===== config.mk =====
export PLATFORM = sky130hd
export DESIGN_NAME = oled_power_sequencer
export DESIGN_NICKNAME = d
export VERILOG_FILES = /design/src/rtl/oled_power_sequencer.sv
export SDC_FILE = /design/constraint.sdc
export NUM_CORES = 1
export LEC_CHECK = 0
export ABC_AREA = 1
export CAP_MARGIN = 20
export CORE_UTILIZATION = 60
export DETAILED_ROUTE_END_ITERATION = 10
export DONT_BUFFER_PORTS = 1
export PLACE_DENSITY = 0.85
export SYNTH_ARGS = -nofsm -noshare
export SYNTH_HDL_FRONTEND = slang
export SYNTH_SLANG_ARGS = --single-unit
export TNS_END_PERCENT = 50

===== constraint.sdc =====
create_clock -name clk -period 2.6 [get_ports clk]
set_input_delay 0.13 -clock clk [delete_from_list [all_inputs] [get_ports clk]]
set_output_delay 0.13 -clock clk [all_outputs]
set_load 0.005 [all_outputs]

===== src/rtl/oled_power_sequencer.sv =====
// oled_power_sequencer: SSD1306 power-up/init/power-down sequencer that feeds a command ROM, then display data, to an SPI byte shifter.
module oled_power_sequencer #(
  parameter int T_VDD  = 20000,
  parameter int T_RST  = 20000,
  parameter int T_VBAT = 2000000,
  parameter int TW     = 21
) (
  input  logic       clk,
  input  logic       rst_n,
  input  logic       start_in,
  input  logic       shutdown_in,
  output logic       oled_rstn_out,
  output logic       oled_vbatn_out,
  output logic       oled_vcdn_out,
  output logic       tx_valid_out,
  input  logic       tx_ready_in,
  output logic [7:0] tx_data_out,
  output logic       tx_dc_out,
  input  logic       tx_idle_in,
  input  logic       pix_valid_in,
  output logic       pix_ready_out,
  input  logic [7:0] pix_data_in,
  output logic       ready_out
);
  typedef enum logic [3:0] {
    IDLE, PWR_VDD, CMD0, RST_LO, RST_HI, CMD1, VBAT_ON, CMD2, RUN, OFF_CMD, OFF_VBAT
  } state_t;
  localparam logic [15:0][7:0] ROM = {
    8'h00, 8'h00, 8'hAF, 8'h00, 8'h20, 8'h20, 8'hDA, 8'hC8,
    8'hA1, 8'h0F, 8'h81, 8'hF1, 8'hD9, 8'h14, 8'h8D, 8'hAE
  };
  state_t state, state_n;
  logic [TW-1:0] timer, t_load;
  logic [3:0] rom_idx;
  logic wait_idle, cmd_st, run, xfer, t_done, cmd_last, cmd_exit;
  always_comb begin
    cmd_st = state inside {CMD0, CMD1, CMD2, OFF_CMD};
    run = state == RUN;
    t_done = timer == '0;
    tx_valid_out = run ? pix_valid_in : cmd_st & ~wait_idle;
    tx_data_out = run ? pix_data_in : state == OFF_CMD ? 8'hAE : cmd_st ? ROM[rom_idx] : 8'h00;
    tx_dc_out = run;
    // a shutdown is only taken with no pixel pending, so the source is never acked for it
    pix_ready_out = run & tx_ready_in & ~(shutdown_in & ~pix_valid_in);
    ready_out = run;
    xfer = tx_valid_out & tx_ready_in;
    cmd_exit = wait_idle & tx_idle_in;
    cmd_last = state == OFF_CMD | rom_idx == (state == CMD0 ? 4'd0 : state == CMD1 ? 4'd4 : 4'd13);
    state_n = state;
    case (state)
      IDLE:     if (start_in) state_n = PWR_VDD;
      PWR_VDD:  if (t_done) state_n = CMD0;
      CMD0:     if (cmd_exit) state_n = RST_LO;
      RST_LO:   if (t_done) state_n = RST_HI;
      RST_HI:   if (t_done) state_n = CMD1;
      CMD1:     if (cmd_exit) state_n = VBAT_ON;
      VBAT_ON:  if (t_done) state_n = CMD2;
      CMD2:     if (cmd_exit) state_n = RUN;
      RUN:      if (shutdown_in & ~pix_valid_in) state_n = OFF_CMD;
      OFF_CMD:  if (cmd_exit) state_n = OFF_VBAT;
      OFF_VBAT: if (t_done) state_n = IDLE;
      default:  state_n = IDLE;
    endcase
    t_load = state_n == PWR_VDD ? TW'(T_VDD - 1) :
             state_n inside {RST_LO, RST_HI} ? TW'(T_RST - 1) :
             state_n inside {VBAT_ON, OFF_VBAT} ? TW'(T_VBAT - 1) : '0;
  end
  always_ff @(posedge clk or negedge rst_n)
    if (!rst_n) begin
      state <= IDLE;
      timer <= '0;
      rom_idx <= 4'd0;
      wait_idle <= 1'b0;
      oled_rstn_out <= 1'b1;
      oled_vbatn_out <= 1'b1;
      oled_vcdn_out <= 1'b1;
    end else begin
      state <= state_n;
      timer <= state_n != state ? t_load : t_done ? timer : timer - TW'(1);
      wait_idle <= state_n != state ? 1'b0 : (cmd_st & xfer & cmd_last) | wait_idle;
      rom_idx <= state == IDLE ? 4'd0 :
                 (cmd_st & xfer & state != OFF_CMD & rom_idx != 4'd13) ? rom_idx + 4'd1 : rom_idx;
      oled_vcdn_out <= state == IDLE & start_in ? 1'b0 : state == OFF_VBAT & t_done ? 1'b1 : oled_vcdn_out;
      oled_rstn_out <= state == CMD0 & cmd_exit ? 1'b0 : state == RST_LO & t_done ? 1'b1 : oled_rstn_out;
      oled_vbatn_out <= state == CMD1 & cmd_exit ? 1'b0 : state == OFF_CMD & cmd_exit ? 1'b1 : oled_vbatn_out;
    end
endmodule


==> results.py <==
metrics = {
    "outcome": {
        "outcome": "finished clean",
    },
    "placement": {
        "post_dp_cell_area_sq_mm": 0.00268,
        "hpwl_mm": 4.42,
        "port_buffers": 0,
        "routabilityCongestion": 0.920,
        "placedCellCount": 427,
    },
    "sta": {
        "fin_tns_setup_ps": 0,
        "max_slew.worst_pin.slew_ps": 606,
        "rsz0062_at_grt": "no",
        "hold_viol": 0,
        "drv_slew": 0,
        "setup_viol": 0,
        "clock_skew_ps": 7.39,
        "clock.fmax_mhz": 441,
        "post-route-period-util": 0.873,
        "slew_headroom": 0.593,
        "period_needed_ps": 2270,
    },
    "clock_tree": {
        "cts_buffers": 5,
        "clock_latency_ps": 290,
        "clkTransAtPathRegs_ps": 70,
        "clock-sinks": 33,
        "ctsLongestPathBuffers": 2,
        "cts_tree": "done",
        "cts_setup_buffers": 0,
        "root_buffer": "clkbuf_8",
        "cts_max_level": 2,
    },
    "logic_synthesis": {
        "async_flop_share": 1.00,
        "yosysMostFrequentCell": "nand2_1",
        "synth_top_area_share": 0.282,
        "synth.avg_cell_area_sq_um": 6.96,
        "yosysSeqAreaShare": 0.311,
        "synth_edf_count": 0,
        "ys_ff_latch": 33,
        "netlist_instances": 383,
        "ys_top_cells_by_count": "nand2_1 (80), nor2_1 (55), inv_1 (51), nand3_1 (31), dfrtp_1 (30)",
        "ys.flop_type": "dfrtp_1",
        "yosys.cell_types.count": 41,
        "ys_warn_count": 0,
        "synth_area_leaders": "dfrtp_1 (28%), nand2_1 (11%), nor2_1 (7.8%)",
        "yosys.area.top_type": "dfrtp_1",
        "syn-num-nets": 404,
        "synth_area_sq_mm": 0.00266,
    },
    "worst_setup_path": {
        "cpPeakStageDelay_ps": 370,
        "path_common_cell": "nand2_1",
        "crit_fanout": 12,
        "critPathKind": "register to register",
        "cp.required_ps": 2780,
        "cp-end-kind": "register",
        "slowest_stage": "dfrtp_1",
        "arrival_ps": 2450,
        "start_kind": "register",
        "cp_cell_sequence": "inv_1, ha_1, nand2_1, nor2_1, nand2_1, nor2_1, nand2_2, nand2_1, nand3_1, nand2_1, nor2_4, nand2_8, inv_4, nand2_4, nand2_1, inv_1",
    },
    "route": {
        "wl_per_cell_microns": 13.5,
        "route.vias.total": 2369,
        "drc": 0,
        "drtAntennaViolNets": 0,
        "vias_per_cell": 5.41,
        "drt_iter0_drc": 190,
        "first_pass_iters": 4,
        "routed_wl_mm": 5.93,
    },
    "die": {
        "core-area_sq_mm": 0.00414,
        "die_y_microns": 68.6,
        "start_util": 0.643,
        "dieArea_sq_mm": 0.00471,
        "io_pins": 30,
        "num_rows": 23,
        "die_w_microns": 68.6,
    },
    "cells_and_area": {
        "final_nets": 408,
        "antennaDiodeCount": 0,
        "drive_gt1_frac": 0.170,
        "design_area_sq_mm": 0.00282,
        "final_cells": 438,
        "syn2layout_area_growth_pct": 5.87,
        "fill_cells": 353,
    },
    "grt": {
        "use_met2": 0.446,
        "grt_max_degree": 34,
        "grt_most_used_layer": "met2",
        "use_met1": 0.381,
        "grtUsageTotal": 0.286,
        "gr-total-overflow": 0,
        "antenna_found_initial": 0,
        "grt_pass1_wl_mm": 10.0,
        "use_met3": 0.0658,
        "grt_pass1_vias": 2245,
    },
    "worst_hold_path": {
        "worstHoldPathType": "input pin to register",
    },
    "power_and_ir_drop": {
        "p_per_area_mw_per_mm2": 881,
        "fin_total_pwr_uw": 2490,
        "power.leakage_uw": 0.00152,
        "ir_worst_vdd_mv": 0.524,
    },
    "job": {
        "maxCapViolations": 0,
    },
}
==> critical path, delay by kind of cell, from the launching register on <==
| kind | cells | cell delay, ps |
|---|---|---|
| flops | 1 | 370 |
| simple gates | 12 | 1310 |
| buf+inv | 3 | 240 |
| fa+ha+maj | 1 | 250 |
==> flip-flops by register name (all words and copies together) (netlist names) <==
name	count
oled_rstn_out	1
oled_vbatn_out	1
oled_vcdn_out	1
rom_idx	4
state	4
timer	21
wait_idle	1
==> where the power goes <==
group	switching, uW	total (uW)	internal (uW)
clock	189	429	239
combinational	851	1280	432
sequential	126	775	649
==> cells in the final DEF (no fill, tap or decap), drive strengths merged <==
master	instances
o21bai	1
nand2	97
dfstp	3
a31oi	1
a21oi	18
nand4	3
nor2	67
clkbuf	7
inv	64
o211ai	2
clkinv	3
nor3	7
dfrtp	30
o41ai	1
dlygate4sd3	2
o21ai	17
a22o	1
a21boi	1
buf	2
xor2	16
o31ai	1
nand3	34
o221ai	1
ha	6
o2111ai	1
a211oi	2
==> kinds of logic after synthesis <==
logic type / synth area share
DFF: 0.311
buffers and inverters: 0.116
adders and majority gates: 0.0282
xor gates and xnor gates: 0.0526
and+or+nand+nor: 0.377
AOI/OAI and AO/OA: 0.115
==> repair_timing <==
item	4_1_cts	5_1_grt
setup endpoints to repair	0	0
hold buffers	3	0
endpoints found under the hold margin	34	0
resized for setup	0	0
==> per-stage QoR <==
stage / hold slack (ps) / worst slack (ps) / util
after floorplan: -166 / 670 / -
after global placement: -165 / 444 / 0.646
after detailed placement: -165 / 374 / 0.646
after CTS: 187 / 347 / 0.681
after global routing: 222 / 159 / 0.681
final: 199 / 331 / 0.681
==> routing by layer <==
layer  vias up  share of wire
met1      1086           0.47
met2        59           0.46
li1       1209              -
met5         -              0
met4         0          0.020
met3        15          0.044
==> cell type report <==
class	instances	area, sq um	share of cell area
Clock buffer	7	96.3	0.0342
Clock inverter	1	5.00	0.00177
Inverter	66	254	0.0901
Multi-Input combinational cell	277	1530	0.541
Sequential cell	33	830	0.294
Tap cell	50	62.6	0.0222
Timing Repair Buffer	4	47.5	0.0169
==> final timing paths <==
| path | startpoint | to | slack [ps] | depth (start not counted) |
|---|---|---|---|---|
| max in group asynchronous | rst_n | oled_vbatn_out$_DFFE_PN1P_ | 2060 | 2 |
| setup reg to reg | timer[0]$_DFFE_PN0P_ | timer[17]$_DFFE_PN0P_ | 330 | 16 |
| min in group asynchronous | rst_n | state[0]$_DFF_PN0_ | 300 | 2 |
| hold / removal | tx_idle_in | oled_vbatn_out$_DFFE_PN1P_ | 200 | 4 |
| hold reg to reg | oled_vbatn_out$_DFFE_PN1P_ | oled_vbatn_out$_DFFE_PN1P_ | 490 | 2 |
| setup / recovery | timer[0]$_DFFE_PN0P_ | timer[17]$_DFFE_PN0P_ | 330 | 16 |
(Power assumes the default switching activity.)
